**config.mk**
```make
export PLATFORM = sky130hd
export DESIGN_NAME = blk_tracker
export DESIGN_NICKNAME = d
export VERILOG_FILES = /design/src/rtl/blk_tracker.sv
export SDC_FILE = /design/constraint.sdc
export NUM_CORES = 1
export LEC_CHECK = 0
export ABC_AREA = 0
export CAP_MARGIN = 20
export CORE_MARGIN = 4
export CORE_UTILIZATION = 40
export CTS_CLUSTER_SIZE = 12
export DETAILED_ROUTE_END_ITERATION = 7
export GPL_ROUTABILITY_DRIVEN = 0
export SYNTH_ARGS = -nofsm -noshare
export SYNTH_HDL_FRONTEND = slang
export SYNTH_SLANG_ARGS = --single-unit
```
**constraint.sdc**
```tcl
create_clock -name vin_clk_i -period 3.1 [get_ports vin_clk_i]
set_input_delay 0.62 -clock vin_clk_i [delete_from_list [all_inputs] [get_ports vin_clk_i]]
set_output_delay 0.62 -clock vin_clk_i [all_outputs]
set_load 0.01 [all_outputs]
```
**src/rtl/blk_tracker.sv**
```systemverilog
// Raster position tracker: turns de_i/vs_i into pixel, line and block coordinates with
// zero latency to de_i, plus a frame-start pulse and a sticky geometry-error flag.
module blk_tracker #(
    parameter int unsigned HBLKS    = 10,
    parameter int unsigned VBLKS    = 10,
    parameter int unsigned H_ACTIVE = 1920,
    parameter int unsigned V_ACTIVE = 1080,
    parameter bit          VS_POL   = 1'b1
) (
    input  logic                        vin_clk_i,
    input  logic                        rst_ni,
    input  logic                        de_i,
    input  logic                        vs_i,
    output logic [$clog2(HBLKS)-1:0]    ht_cur_o,
    output logic [$clog2(VBLKS)-1:0]    vt_cur_o,
    output logic [$clog2(H_ACTIVE)-1:0] px_o,
    output logic [$clog2(V_ACTIVE)-1:0] ln_o,
    output logic                        frame_start_o,
    output logic                        geom_err_o
);

    localparam int unsigned HTW = $clog2(HBLKS);
    localparam int unsigned VTW = $clog2(VBLKS);
    localparam int unsigned PXW = $clog2(H_ACTIVE);
    localparam int unsigned LNW = $clog2(V_ACTIVE);
    localparam int unsigned BW  = H_ACTIVE / HBLKS;
    localparam int unsigned BH  = V_ACTIVE / VBLKS;
    localparam int unsigned HXW = (BW > 1) ? $clog2(BW) : 1;
    localparam int unsigned VYW = (BH > 1) ? $clog2(BH) : 1;

    // px/ln saturate at the last valid index; the *_full/*_over flags record
    // whether the exact active count was reached or exceeded.
    logic [HTW-1:0] ht_q, ht_d;
    logic [VTW-1:0] vt_q, vt_d;
    logic [PXW-1:0] px_q, px_d;
    logic [LNW-1:0] ln_q, ln_d;
    logic [HXW-1:0] hx_q, hx_d;
    logic [VYW-1:0] vy_q, vy_d;
    logic           px_full_q, px_full_d;
    logic           px_over_q, px_over_d;
    logic           ln_full_q, ln_full_d;
    logic           first_pix_q, first_pix_d;
    logic           seen_vs_q, seen_vs_d;
    logic           err_q, err_d;
    logic           de_q, vs_q;
    logic           vs_act, vs_edge, line_end, fs_c, new_err;

    assign vs_act   = VS_POL ? vs_i : ~vs_i;
    assign vs_edge  = vs_act & ~vs_q;
    assign line_end = de_q & ~de_i;
    assign fs_c     = rst_ni & de_i & (first_pix_q | vs_edge);

    // Next-state: line end, then frame boundary (overrides), then pixel advance.
    always_comb begin
        ht_d        = ht_q;
        vt_d        = vt_q;
        px_d        = px_q;
        ln_d        = ln_q;
        hx_d        = hx_q;
        vy_d        = vy_q;
        px_full_d   = px_full_q;
        px_over_d   = px_over_q;
        ln_full_d   = ln_full_q;
        first_pix_d = first_pix_q;
        seen_vs_d   = seen_vs_q;
        new_err     = 1'b0;

        if (line_end) begin
            if (!px_full_q || px_over_q || ln_full_q) new_err = 1'b1;
            px_d      = '0;
            hx_d      = '0;
            ht_d      = '0;
            px_full_d = 1'b0;
            px_over_d = 1'b0;
            if (!ln_full_q) begin
                if (ln_q == LNW'(V_ACTIVE - 1)) ln_full_d = 1'b1;
                else                            ln_d      = ln_q + LNW'(1);
            end
            if (vy_q == VYW'(BH - 1) && vt_q < VTW'(VBLKS - 1)) begin
                vy_d = '0;
                vt_d = vt_q + VTW'(1);
            end else begin
                vy_d = vy_q + VYW'(1);
            end
        end

        // ln_full_d already includes a line that ends on this same cycle
        if (vs_edge) begin
            if (seen_vs_q && !ln_full_d) new_err = 1'b1;
            seen_vs_d   = 1'b1;
            first_pix_d = 1'b1;
            px_d        = '0;
            hx_d        = '0;
            ht_d        = '0;
            ln_d        = '0;
            vy_d        = '0;
            vt_d        = '0;
            px_full_d   = 1'b0;
            px_over_d   = 1'b0;
            ln_full_d   = 1'b0;
        end

        if (de_i) begin
            first_pix_d = 1'b0;
            if (px_full_d)                       px_over_d = 1'b1;
            else if (px_d == PXW'(H_ACTIVE - 1)) px_full_d = 1'b1;
            else                                 px_d      = px_d + PXW'(1);
            if (hx_d == HXW'(BW - 1) && ht_d < HTW'(HBLKS - 1)) begin
                hx_d = '0;
                ht_d = ht_d + HTW'(1);
            end else begin
                hx_d = hx_d + HXW'(1);
            end
        end

        err_d = (fs_c ? 1'b0 : err_q) | new_err;
    end

    always_ff @(posedge vin_clk_i or negedge rst_ni) begin
        if (!rst_ni) begin
            ht_q        <= '0;
            vt_q        <= '0;
            px_q        <= '0;
            ln_q        <= '0;
            hx_q        <= '0;
            vy_q        <= '0;
            px_full_q   <= 1'b0;
            px_over_q   <= 1'b0;
            ln_full_q   <= 1'b0;
            first_pix_q <= 1'b1;
            seen_vs_q   <= 1'b0;
            err_q       <= 1'b0;
            de_q        <= 1'b0;
            vs_q        <= 1'b0;
        end else begin
            ht_q        <= ht_d;
            vt_q        <= vt_d;
            px_q        <= px_d;
            ln_q        <= ln_d;
            hx_q        <= hx_d;
            vy_q        <= vy_d;
            px_full_q   <= px_full_d;
            px_over_q   <= px_over_d;
            ln_full_q   <= ln_full_d;
            first_pix_q <= first_pix_d;
            seen_vs_q   <= seen_vs_d;
            err_q       <= err_d;
            de_q        <= de_i;
            vs_q        <= vs_act;
        end
    end

    assign ht_cur_o      = ht_q;
    assign vt_cur_o      = vt_q;
    assign px_o          = px_q;
    assign ln_o          = ln_q;
    assign frame_start_o = fs_c;
    assign geom_err_o    = err_q;

endmodule

```
==> reports/results.txt <==
post-synthesis compound-gate area fraction - 13.1%
vias in the first global route - 2202
dominant cell type by area after synthesis - dfrtp_1
largest family of logic cells by synthesized area - simple AND/OR/NAND/NOR gates
worst-path cell chain - clkdlybuf4s50_1, nor2b_4, nor2_1, nor2_1, clkdlybuf4s50_1
critical path launch point - vs_i
core box area - 6830 um2
Starting Density - 41.4%
Filler cells - 671
worst-margin pin slew - 673 ps
kind of end point of the critical path - primary output
run status - finished clean
Starting DRT DRC Count - 86
worst vdd ir - 0.172 mV
XOR/XNOR share of the synthesized area - 5.27%
cell area after synthesis - 2830 um2
final setup violation count - 0
wire length per cell - 14.7 um
PnR worst setup slack - 359 ps
MaxCap Viol Count - 0
Slew headroom - 55.1%
Seq/Total Area, Yosys - 47.0%
CP Max Fanout - 4
top_reg_cell synth - dfrtp_1
Hold Crit Class - input pin to asynchronous set/reset pin
CP top delay family - buffers and inverters
Simple-Gate Fraction of Synth Area - 25.0%
H-Tree Depth - 2
Static Leakage - 1.43 nW
Skew-Pair Late Insertion Delay - 310 ps
Die Span X - 92.1 um
antenna viol nets, final - 0
die area - 8480 um2
flops & latches, synth - 53
share of the clock period used by the worst path after layout - 88.4%
port bufs - 35
root buf cell - clkbuf_8
CP max stage delay - 560 ps
Metal-1 WL - 3130 um
HPWL Detailed - 4510 um
count leader, synth - dfrtp_1
gr usage total - 16.1%
ys async rst share - 100%
# IOs - 36
mux share of post-synthesis cell area - 2.79%
P&R area growth vs syn - 22.5%
cts bufs inserted - 5
largest net degree at the start of global routing - 54
DR vias/cell - 5.23
Rows - 30
gr ovfl total - 0
post-synthesis area per instance - 9.85 um2
reg2reg start - de_q
n_diodes - 0
first-pass GRT wire length - 11000 um
CP startpoint kind - input pin
Final #Nets - 344
library cells used by synthesis - 54
Setup Fix Bufs, Post-CTS - 0
CP Class - input pin to primary output
CP required - 2480 ps
Finished Cell Area - 3460 um2
TritonCTS clock tree - done
Post-synth top cells - dfrtp_1, nand2_1, nor2_1, a21oi_1, nand3_1
area share of fa/ha/maj cells after synthesis - 3.54%
EDFF count, synth - 0
CP Depth - 5
WL final - 6330 um
PwrDens - 414 nW/um2
Syn Inst Count - 287
syn nets - 299
highest routed layer - met4
PostCTS Resize Cnt - 0
Clock Tree Buf Depth - 2
Final TNS setup - 0 ps
Area after DPL - 3350 um2
Worst Path Arrival - 2120 ps
via count - 2245
Util after Layout - 50.7%
FF-to-FF path depth - 8
Slew Viols, Final - 0
met3 routed WL - 188 um
clk slew on worst S/H paths - 90 ps
Sink Count - 53
hold_buf cts - 0
Synth area leaders - dfrtp_1, nand2_1, ha_1, xnor2_1, nor2_1
top cell type's share of synthesized area - 46.0%
layout cells sized above 1 - 10.2%
worst slack, placed - 207 ps
Die Y - 92.1 um
min Tclk post-route - 2740 ps
TritonRoute pass-1 iters - 4
drc violations - 0
clk_skew - 8.90 ps
number of antenna violations at the first check in global routing - 0
routed wl met2 - 2900 um
Fmax - 365 MHz
Power Total - 1.43 mW
Worst path slowest cell - clkdlybuf4s50_1
crit path buf inv count - 2
synth warn - 0
RSZ-0062 raised after global routing - false
Hold Violations, Final - 0
-- state kept, by name (all words and copies together) (netlist names) --
register     count
seen_vs_q        1
vy_q             7
px_o            11
vs_q             1
first_pix_q      1
px_full_q        1
ln_o            11
hx_q             8
vt_cur_o         4
de_q             1
geom_err_o       1
px_over_q        1
ht_cur_o         4
ln_full_q        1
-- final timing paths --
check | end | slack [ps]
setup / recovery | frame_start_o | 360
hold / removal | ht_cur_o[0] | 460
setup reg to reg | hx_q[6] | 920
hold reg to reg | seen_vs_q | 480
max in group asynchronous | ln_o[5] | 2190
min in group vin_clk_i | seen_vs_q | 480
-- report_power, final --
part	switching [mW]	internal, mW
combinational	0.0954	0.0832
sequential	0.0389	0.725
clock	0.229	0.264
total	0.363	1.07
-- cell type report --
| type | count | area (um2) | share of cell area [%] |
|---|---|---|---|
| Tap cell | 96 | 120 | 3.47 |
| Multi-Input combinational cell | 211 | 1400 | 40.5 |
| Clock inverter | 1 | 30.0 | 0.867 |
| Timing Repair Buffer | 49 | 450 | 13.0 |
| Inverter | 12 | 45.0 | 1.30 |
| Sequential cell | 53 | 1330 | 38.3 |
| Clock buffer | 7 | 86.3 | 2.49 |
-- metrics by stage --
stage               instances  hold slack [ps]
floorplan                 287              324
global placement          421              457
detailed placement        421              459
CTS                       429              484
global route              429              501
finish                    429              458
-- cell families after synthesis --
kind of cell	count (synthesis)
AO/OA/AOI/OAI	52
XOR/XNOR	17
adder cells (fa/ha/maj)	8
buffers and inverters	23
flip-flops	53
multiplexers	7
AND/OR/NAND/NOR	127
-- routing by layer --
metal,up-vias,track usage (%)
li1,1132,-
met1,1076,22.5
met2,29,24.9
met3,8,3.04
met4,0,5.32
met5,-,0
-- cell usage in the layout (no fill, tap or decap), types with 3 or more instances in the layout --
cell             Yosys  routed
clkbuf_8             0       6
xnor2_1             11      11
and3_1               7       7
mux2_2               3       3
inv_1               12      12
nor2_1              22      22
nand2_1             30      30
or4_1                4       4
buf_4                0      14
nor4_1               4       4
nand4_1              7       7
nor4b_1              4       4
o31ai_1              4       4
ha_1                 8       8
a21oi_1             15      15
a21o_1               3       3
mux2i_1              3       3
clkdlybuf4s50_1      0      34
dfrtp_1             52      52
o21ai_0              9       9
a211oi_1             6       6
nand3_1             15      15
or3_1                9       9
xor2_1               6       6
nor3_1               5       5
nand2b_1             6       6
Note: power is estimated with default switching activity, not from simulation.
